$ cat src/rtl/mips_pkg.sv
// Shared fetch-path types and widths: PC/instruction sizes, fetch FSM states,
// and the prefetch buffer entry layout.
package mips_pkg;

  localparam int unsigned PC_W    = 16;
  localparam int unsigned INSTR_W = 32;
  localparam int unsigned ENTRY_W = PC_W + INSTR_W;

  localparam logic [PC_W-1:0] PC_INC = 16'd4;

  typedef enum logic [1:0] {
    IDLE  = 2'd0,
    FETCH = 2'd1,
    HALT  = 2'd2
  } fetch_state_e;

  typedef struct packed {
    logic [PC_W-1:0]    pc;
    logic [INSTR_W-1:0] instr;
  } fetch_entry_t;

endpackage

$ cat src/rtl/fetch_fifo.sv
// Small prefetch FIFO with synchronous flush; the head entry is read
// combinationally so a push is visible on the very next cycle.
module fetch_fifo
  import mips_pkg::*;
#(
  parameter int unsigned       DEPTH     = 2,
  parameter int unsigned       WIDTH     = ENTRY_W,
  parameter logic [WIDTH-1:0]  RESET_VAL = '0
) (
  input  logic             clk,
  input  logic             rst_n,
  input  logic             flush,
  input  logic             push,
  input  logic [WIDTH-1:0] push_data,
  input  logic             pop,
  output logic [WIDTH-1:0] head_c,
  output logic             empty_c,
  output logic             full_c
);

  localparam int unsigned PTR_W = $clog2(DEPTH);
  localparam int unsigned CNT_W = $clog2(DEPTH + 1);

  logic [WIDTH-1:0] mem [DEPTH];
  logic [PTR_W-1:0] wr_ptr;
  logic [PTR_W-1:0] rd_ptr;
  logic [CNT_W-1:0] count;

  // DEPTH is a power of two, so the pointers wrap naturally.
  always_ff @(posedge clk or negedge rst_n) begin
    if (!rst_n) begin
      wr_ptr <= '0;
      rd_ptr <= '0;
      count  <= '0;
      for (int i = 0; i < int'(DEPTH); i++) begin
        mem[PTR_W'(i)] <= RESET_VAL;
      end
    end else if (flush) begin
      wr_ptr <= '0;
      rd_ptr <= '0;
      count  <= '0;
    end else begin
      if (push) begin
        mem[wr_ptr] <= push_data;
        wr_ptr      <= wr_ptr + PTR_W'(1);
      end
      if (pop) begin
        rd_ptr <= rd_ptr + PTR_W'(1);
      end
      count <= count + CNT_W'(push) - CNT_W'(pop);
    end
  end

  assign head_c  = mem[rd_ptr];
  assign empty_c = (count == '0);
  assign full_c  = (count == CNT_W'(DEPTH));

endmodule

$ cat src/rtl/fetch_ctrl.sv
// Instruction fetch controller: walks pc through instruction memory, buffers
// fetched words in a prefetch FIFO and streams them out over valid/ready.
module fetch_ctrl
  import mips_pkg::*;
#(
  parameter logic [PC_W-1:0] RESET_PC = 16'h0000,
  parameter int unsigned     DEPTH    = 2
) (
  input  logic               i_CLK,
  input  logic               i_RST_N,
  input  logic               i_EN,
  input  logic               i_REDIRECT,
  input  logic [PC_W-1:0]    i_REDIRECT_PC,
  output logic [PC_W-1:0]    o_IMEM_A,
  input  logic [INSTR_W-1:0] i_IMEM_RD,
  output logic               o_VALID,
  input  logic               i_READY,
  output logic [INSTR_W-1:0] o_INSTR,
  output logic [PC_W-1:0]    o_PC,
  output logic               o_ERR
);

  fetch_state_e state;
  logic [PC_W-1:0] pc;
  logic            err;

  fetch_entry_t head;
  fetch_entry_t push_entry;
  logic         empty;
  logic         full;
  logic         push;
  logic         pop;
  logic         redir_ok;
  logic         redir_bad;
  logic         flush;

  // Redirects are ignored once halted; a misaligned target halts the fetcher.
  assign redir_ok  = i_REDIRECT && (state != HALT) && (i_REDIRECT_PC[1:0] == 2'b00);
  assign redir_bad = i_REDIRECT && (state != HALT) && (i_REDIRECT_PC[1:0] != 2'b00);
  assign flush     = redir_ok || redir_bad;

  assign o_VALID = !empty && (state != HALT);
  assign pop     = o_VALID && i_READY && !flush;
  assign push    = (state == FETCH) && (!full || pop) && !flush;

  assign push_entry.pc    = pc;
  assign push_entry.instr = i_IMEM_RD;

  fetch_fifo #(
    .DEPTH     (DEPTH),
    .WIDTH     (ENTRY_W),
    .RESET_VAL ({RESET_PC, {INSTR_W{1'b0}}})
  ) u_fifo (
    .clk       (i_CLK),
    .rst_n     (i_RST_N),
    .flush     (flush),
    .push      (push),
    .push_data (push_entry),
    .pop       (pop),
    .head_c    (head),
    .empty_c   (empty),
    .full_c    (full)
  );

  always_ff @(posedge i_CLK or negedge i_RST_N) begin
    if (!i_RST_N) begin
      state <= IDLE;
      pc    <= RESET_PC;
      err   <= 1'b0;
    end else begin
      if (redir_bad) begin
        state <= HALT;
        err   <= 1'b1;
      end else begin
        case (state)
          IDLE:    if (i_EN)  state <= FETCH;
          FETCH:   if (!i_EN) state <= IDLE;
          default: state <= HALT;
        endcase
      end
      if (redir_ok) begin
        pc <= i_REDIRECT_PC;
      end else if (push) begin
        pc <= pc + PC_INC;
      end
    end
  end

  assign o_IMEM_A = pc;
  assign o_INSTR  = head.instr;
  assign o_PC     = head.pc;
  assign o_ERR    = err;

endmodule

$ cat config.mk
export PLATFORM = sky130hd
export DESIGN_NAME = fetch_ctrl
export DESIGN_NICKNAME = d
export VERILOG_FILES = /design/src/rtl/mips_pkg.sv /design/src/rtl/fetch_fifo.sv /design/src/rtl/fetch_ctrl.sv
export SDC_FILE = /design/constraint.sdc
export NUM_CORES = 1
export LEC_CHECK = 0
export BUFFER_PORTS_ARGS = -buffer_cell sky130_fd_sc_hd__buf_4
export CAP_MARGIN = 10
export CORE_MARGIN = 1.5
export CORE_UTILIZATION = 45
export CTS_CLUSTER_DIAMETER = 200
export DETAILED_ROUTE_END_ITERATION = 10
export GPL_ROUTABILITY_DRIVEN = 0
export PLACE_DENSITY = 0.74
export SYNTH_ARGS = -nofsm -noshare
export SYNTH_HDL_FRONTEND = slang
export SYNTH_SLANG_ARGS = --single-unit
$ cat constraint.sdc
create_clock -name i_CLK -period 3.6 [get_ports i_CLK]
set_input_delay 0.36 -clock i_CLK [delete_from_list [all_inputs] [get_ports i_CLK]]
set_output_delay 0.36 -clock i_CLK [all_outputs]
set_load 0.005 [all_outputs]
==> flow_summary_export.csv <==
group,metric,value,unit
outcome,outcome,"finished clean",
critical_path,slowest_stage,"sky130_fd_sc_hd__dfrtp_2",
clock_network,cts.repair_timing.setup_buffer_count,0,
timing,fin_worst_hold_slack,0.145,ns
routing,route.vias.total,3217,
pwr,worst_ir_drop_vdd,262,uV
grt,grt_util_all_layers,19.3,%
critical_path,critical_path_peak_fanout,26,
critical_path,worst_path_most_repeated_cell,"sky130_fd_sc_hd__buf_4",
timing,timing_hold_violations_final,0,
clock_network,cts_sink_count,119,
floorplanning,std_cell_rows,38,
synth,yosys_warnings,0,
timing,clock-skew-final,0.00993,ns
timing,clock.fmax,0.398,GHz
pwr,post-layout-total-power,3.69,mW
synth,ys_ff_latch,119,
pwr,p_int,2.93,mW
pwr,leakage,3.10,nW
synth,synth.yosys.seq_area_share,62.6,%
final_layout,antenna_cells,0,
timing,slew_limit_headroom,38.6,%
synth,yosys.area.top_type,"sky130_fd_sc_hd__dfrtp_1",
clock_network,ctsLongestPathBuffers,2,
routing,ant_nets,0,
routing,drt_pass1_iterations,4,
run,maxCapViolations,0,
routing,route.detailed.drc,0,
grt,maximum_number_of_pins_on_one_net_before_global_route_repair,72,
grt,antenna_found_initial,0,
clock_network,clock_tree.htree_level_count,4,
synth,netlist.area_leader.share,34.6,%
pwr,switching_share,20.5,%
routing,dr_wl_met2,4.94,mm
timing,setup_viol,0,
critical_path,required_time_worst_endpoint,3.24,ns
place,placedCellCount,583,
floorplanning,core_region_area,0.0110,sq mm
final_layout,syn2layout_area_growth,31.8,%
timing,rsz_0062_raised_after_global_routing,"false",
timing,slew_limit_fails,0,
place,buffer_ports.inserted,118,
critical_path,criticalPathCategory,"flop to output pin",
final_layout,final_common_cell,"sky130_fd_sc_hd__buf_4",
floorplanning,pin_count,119,
clock_network,cts-buffers-inserted,17,
critical_path,setup.worst_path.start_class,"flop",
clock_network,cts_hold_repair.buffers,0,
final_layout,area.sequential,0.00322,sq mm
clock_network,tritoncts_clock_tree,"built",
routing,met1_length,5.22,mm
synth,mappedNetlistArea,0.00514,sq mm
place,dp_hpwl,7.29,mm
routing,drt_first_iter_violations,154,
critical_path,cp_slowest_stage_delay,0.75,ns
timing,worstMarginPinSlew,0.921,ns
clock_network,clkTransAtPathRegs,0.05,ns
final_layout,layout.cells.most_common_list,"sky130_fd_sc_hd__buf_4 (124), sky130_fd_sc_hd__mux2_2 (76), sky130_fd_sc_hd__dfrtp_1 (70), sky130_fd_sc_hd__edfxtp_1 (48), sky130_fd_sc_hd__mux2_4 (20)",
routing,avgRoutedWirePerCell,17.7,microns
final_layout,layout.cells.non_filler,615,
critical_path,crit_arrival,2.15,ns
grt,grt_first_pass_wirelength,17.0,mm
timing,final.setup.tns,0,ns
pwr,power_per_cell_area,544,mW/mm^2
synth,mappedNetlistNets,392,
synth,synthesis.instances,336,
timing,fin_crit_sh,69.8,%
final_layout,multiInputGateArea,0.00180,sq mm
floorplanning,die_x,110,microns
floorplanning,design.die.area,0.0121,sq mm
synth,synth_top_flop_cell,"sky130_fd_sc_hd__dfrtp_1",
clock_network,cts.root.buffer_cell,"sky130_fd_sc_hd__clkbuf_16",
final_layout,layout-drive-gt1-share,53.5,%
synth,post_synth_main_area_contributors,"sky130_fd_sc_hd__dfrtp_1 (35%), sky130_fd_sc_hd__edfxtp_1 (28%), sky130_fd_sc_hd__mux2_2 (17%)",
grt,remaining_global_route_overflow,0,
clock_network,clk_latency,0.40,ns
final_layout,layout.nets,518,
pwr,seq_power_share,41.4,%
pwr,power.combinational.fraction,10.1,%
synth,synth.distinct_cells,38,
critical_path,worstPathCellList,"buf_4 -> mux2_2 -> buf_4",
floorplanning,starting_density,46.8,%
min_path,hold_class,"primary input to flop",
critical_path,critical_path.endpoint_type,"output pin",
final_layout,fillerInstances,848,
synth,synth-edff-count,48,
routing,dr.max_layer_used,"met4",
routing,detail_route.wirelength,10.9,mm
synth,synth_async_sr_flop_share,59.7,%
timing,finalWorstPathRequiredPeriod,2.51,ns
synth,syn-mean-instance-area,15.3,sq um
floorplanning,chipHeight,110,microns
routing,drt-vias-per-instance,5.23,
pwr,switchingPower,754,uW
clock_network,cts_resized,0,
pwr,power.clock.fraction,48.5,%
routing,detailroute.wirelength.met3,695,microns
grt,first_global_vias,3328,
## synthesized netlist by cell type (2+ instances only)
master,n
sky130_fd_sc_hd__a21oi_1,2
sky130_fd_sc_hd__mux2_4,20
sky130_fd_sc_hd__and4_1,2
sky130_fd_sc_hd__xor2_1,6
sky130_fd_sc_hd__nand3_2,2
sky130_fd_sc_hd__ha_1,3
sky130_fd_sc_hd__o21ai_0,10
sky130_fd_sc_hd__o31ai_1,2
sky130_fd_sc_hd__dfrtp_1,71
sky130_fd_sc_hd__buf_2,4
sky130_fd_sc_hd__and2_1,5
sky130_fd_sc_hd__nand2_1,16
sky130_fd_sc_hd__edfxtp_1,48
sky130_fd_sc_hd__nor2_1,5
sky130_fd_sc_hd__buf_8,2
sky130_fd_sc_hd__o211ai_1,7
sky130_fd_sc_hd__a31oi_1,2
sky130_fd_sc_hd__buf_6,2
sky130_fd_sc_hd__clkbuf_1,4
sky130_fd_sc_hd__buf_1,5
sky130_fd_sc_hd__and3_1,3
sky130_fd_sc_hd__nand4_1,6
sky130_fd_sc_hd__inv_1,5
sky130_fd_sc_hd__or4_1,7
sky130_fd_sc_hd__mux2_2,76
sky130_fd_sc_hd__nand3_1,9
## metrics by stage
step / util (%) / instance area [sq um] / setup slack, ns
final: 61.7 / 6780 / 1.09
after global routing: 61.7 / 6780 / 0.984
after CTS: 61.7 / 6780 / 1.04
after detailed placement: 56.0 / 6150 / 1.17
after global placement: 56.0 / 6150 / 1.21
after floorplan: - / 5140 / 0.942
## cell families (layout without fill, tap and decap cells)
logic type / after synthesis / after routing / share of synthesized area (%)
fa+ha+maj: 3 / 3 / 0.731
flops: 119 / 119 / 62.6
buf+inv: 22 / 161 / 2.43
simple gates: 62 / 62 / 7.16
xor+xnor: 7 / 7 / 1.19
compound gates: 26 / 26 / 3.17
mux: 97 / 97 / 22.7
## power by group through the flow
| stage | Clock [mW] | Sequential (mW) | Combinational [mW] |
|---|---|---|---|
| 3_3_place_gp | 0 | 1.55 | 0.370 |
| 4_1_cts | 1.82 | 1.53 | 0.379 |
| 6_report | 1.79 | 1.53 | 0.372 |
| 5_1_grt | 1.89 | 1.54 | 0.405 |
| 3_5_place_dp | 0 | 1.55 | 0.375 |
| 2_1_floorplan | 0 | 1.52 | 0.183 |
## final timing paths
check                                          start                         end  slack [ns]  cells after the start
setup reg to reg                state[1]$_DFFE_PN0P_  u_fifo.mem[56]$_DFFE_PN0P_        1.25                      5
hold / removal                         i_IMEM_RD[25]    u_fifo.mem[25]$_DFFE_PP_        0.14                      1
setup / recovery           u_fifo.rd_ptr$_DFFE_PN0P_                 o_INSTR[10]        1.09                      3
max in group asynchronous                    i_RST_N   u_fifo.rd_ptr$_DFFE_PN0P_        2.76                      2
hold reg to reg                    o_ERR$_DFFE_PN0P_           o_ERR$_DFFE_PN0P_        0.48                      1
min in group asynchronous                    i_RST_N  u_fifo.mem[84]$_DFFE_PN0P_        0.22                      2
## routing by layer
layer | vias to the layer above | global-route usage, %
met2 | 119 | 28.7
li1 | 1496 | -
met5 | - | 0
met3 | 6 | 5.93
met4 | 0 | 6.12
met1 | 1596 | 27.0
## cell type report
class | instances | share of cell area, %
clock buffer | 22 | 6.70
clock inverter | 10 | 2.59
inverter | 5 | 0.277
multi-input combinational | 195 | 26.6
sequential | 119 | 47.5
tap | 140 | 2.59
timing repair buffer | 124 | 13.7
## sequential cells by signal (all words and copies together), names as in the netlist
signal,count
u_fifo.wr_ptr,1
u_fifo.mem,96
u_fifo.rd_ptr,1
o_ERR,1
state,2
o_IMEM_A,16
u_fifo.count,2
## critical path, delay by kind of cell (launching register included)
family | cells | cell delay (ns)
DFF | 1 | 0.75
muxes | 1 | 0.40
buffers and inverters | 2 | 0.59
Power figures use the tool's default switching activity.
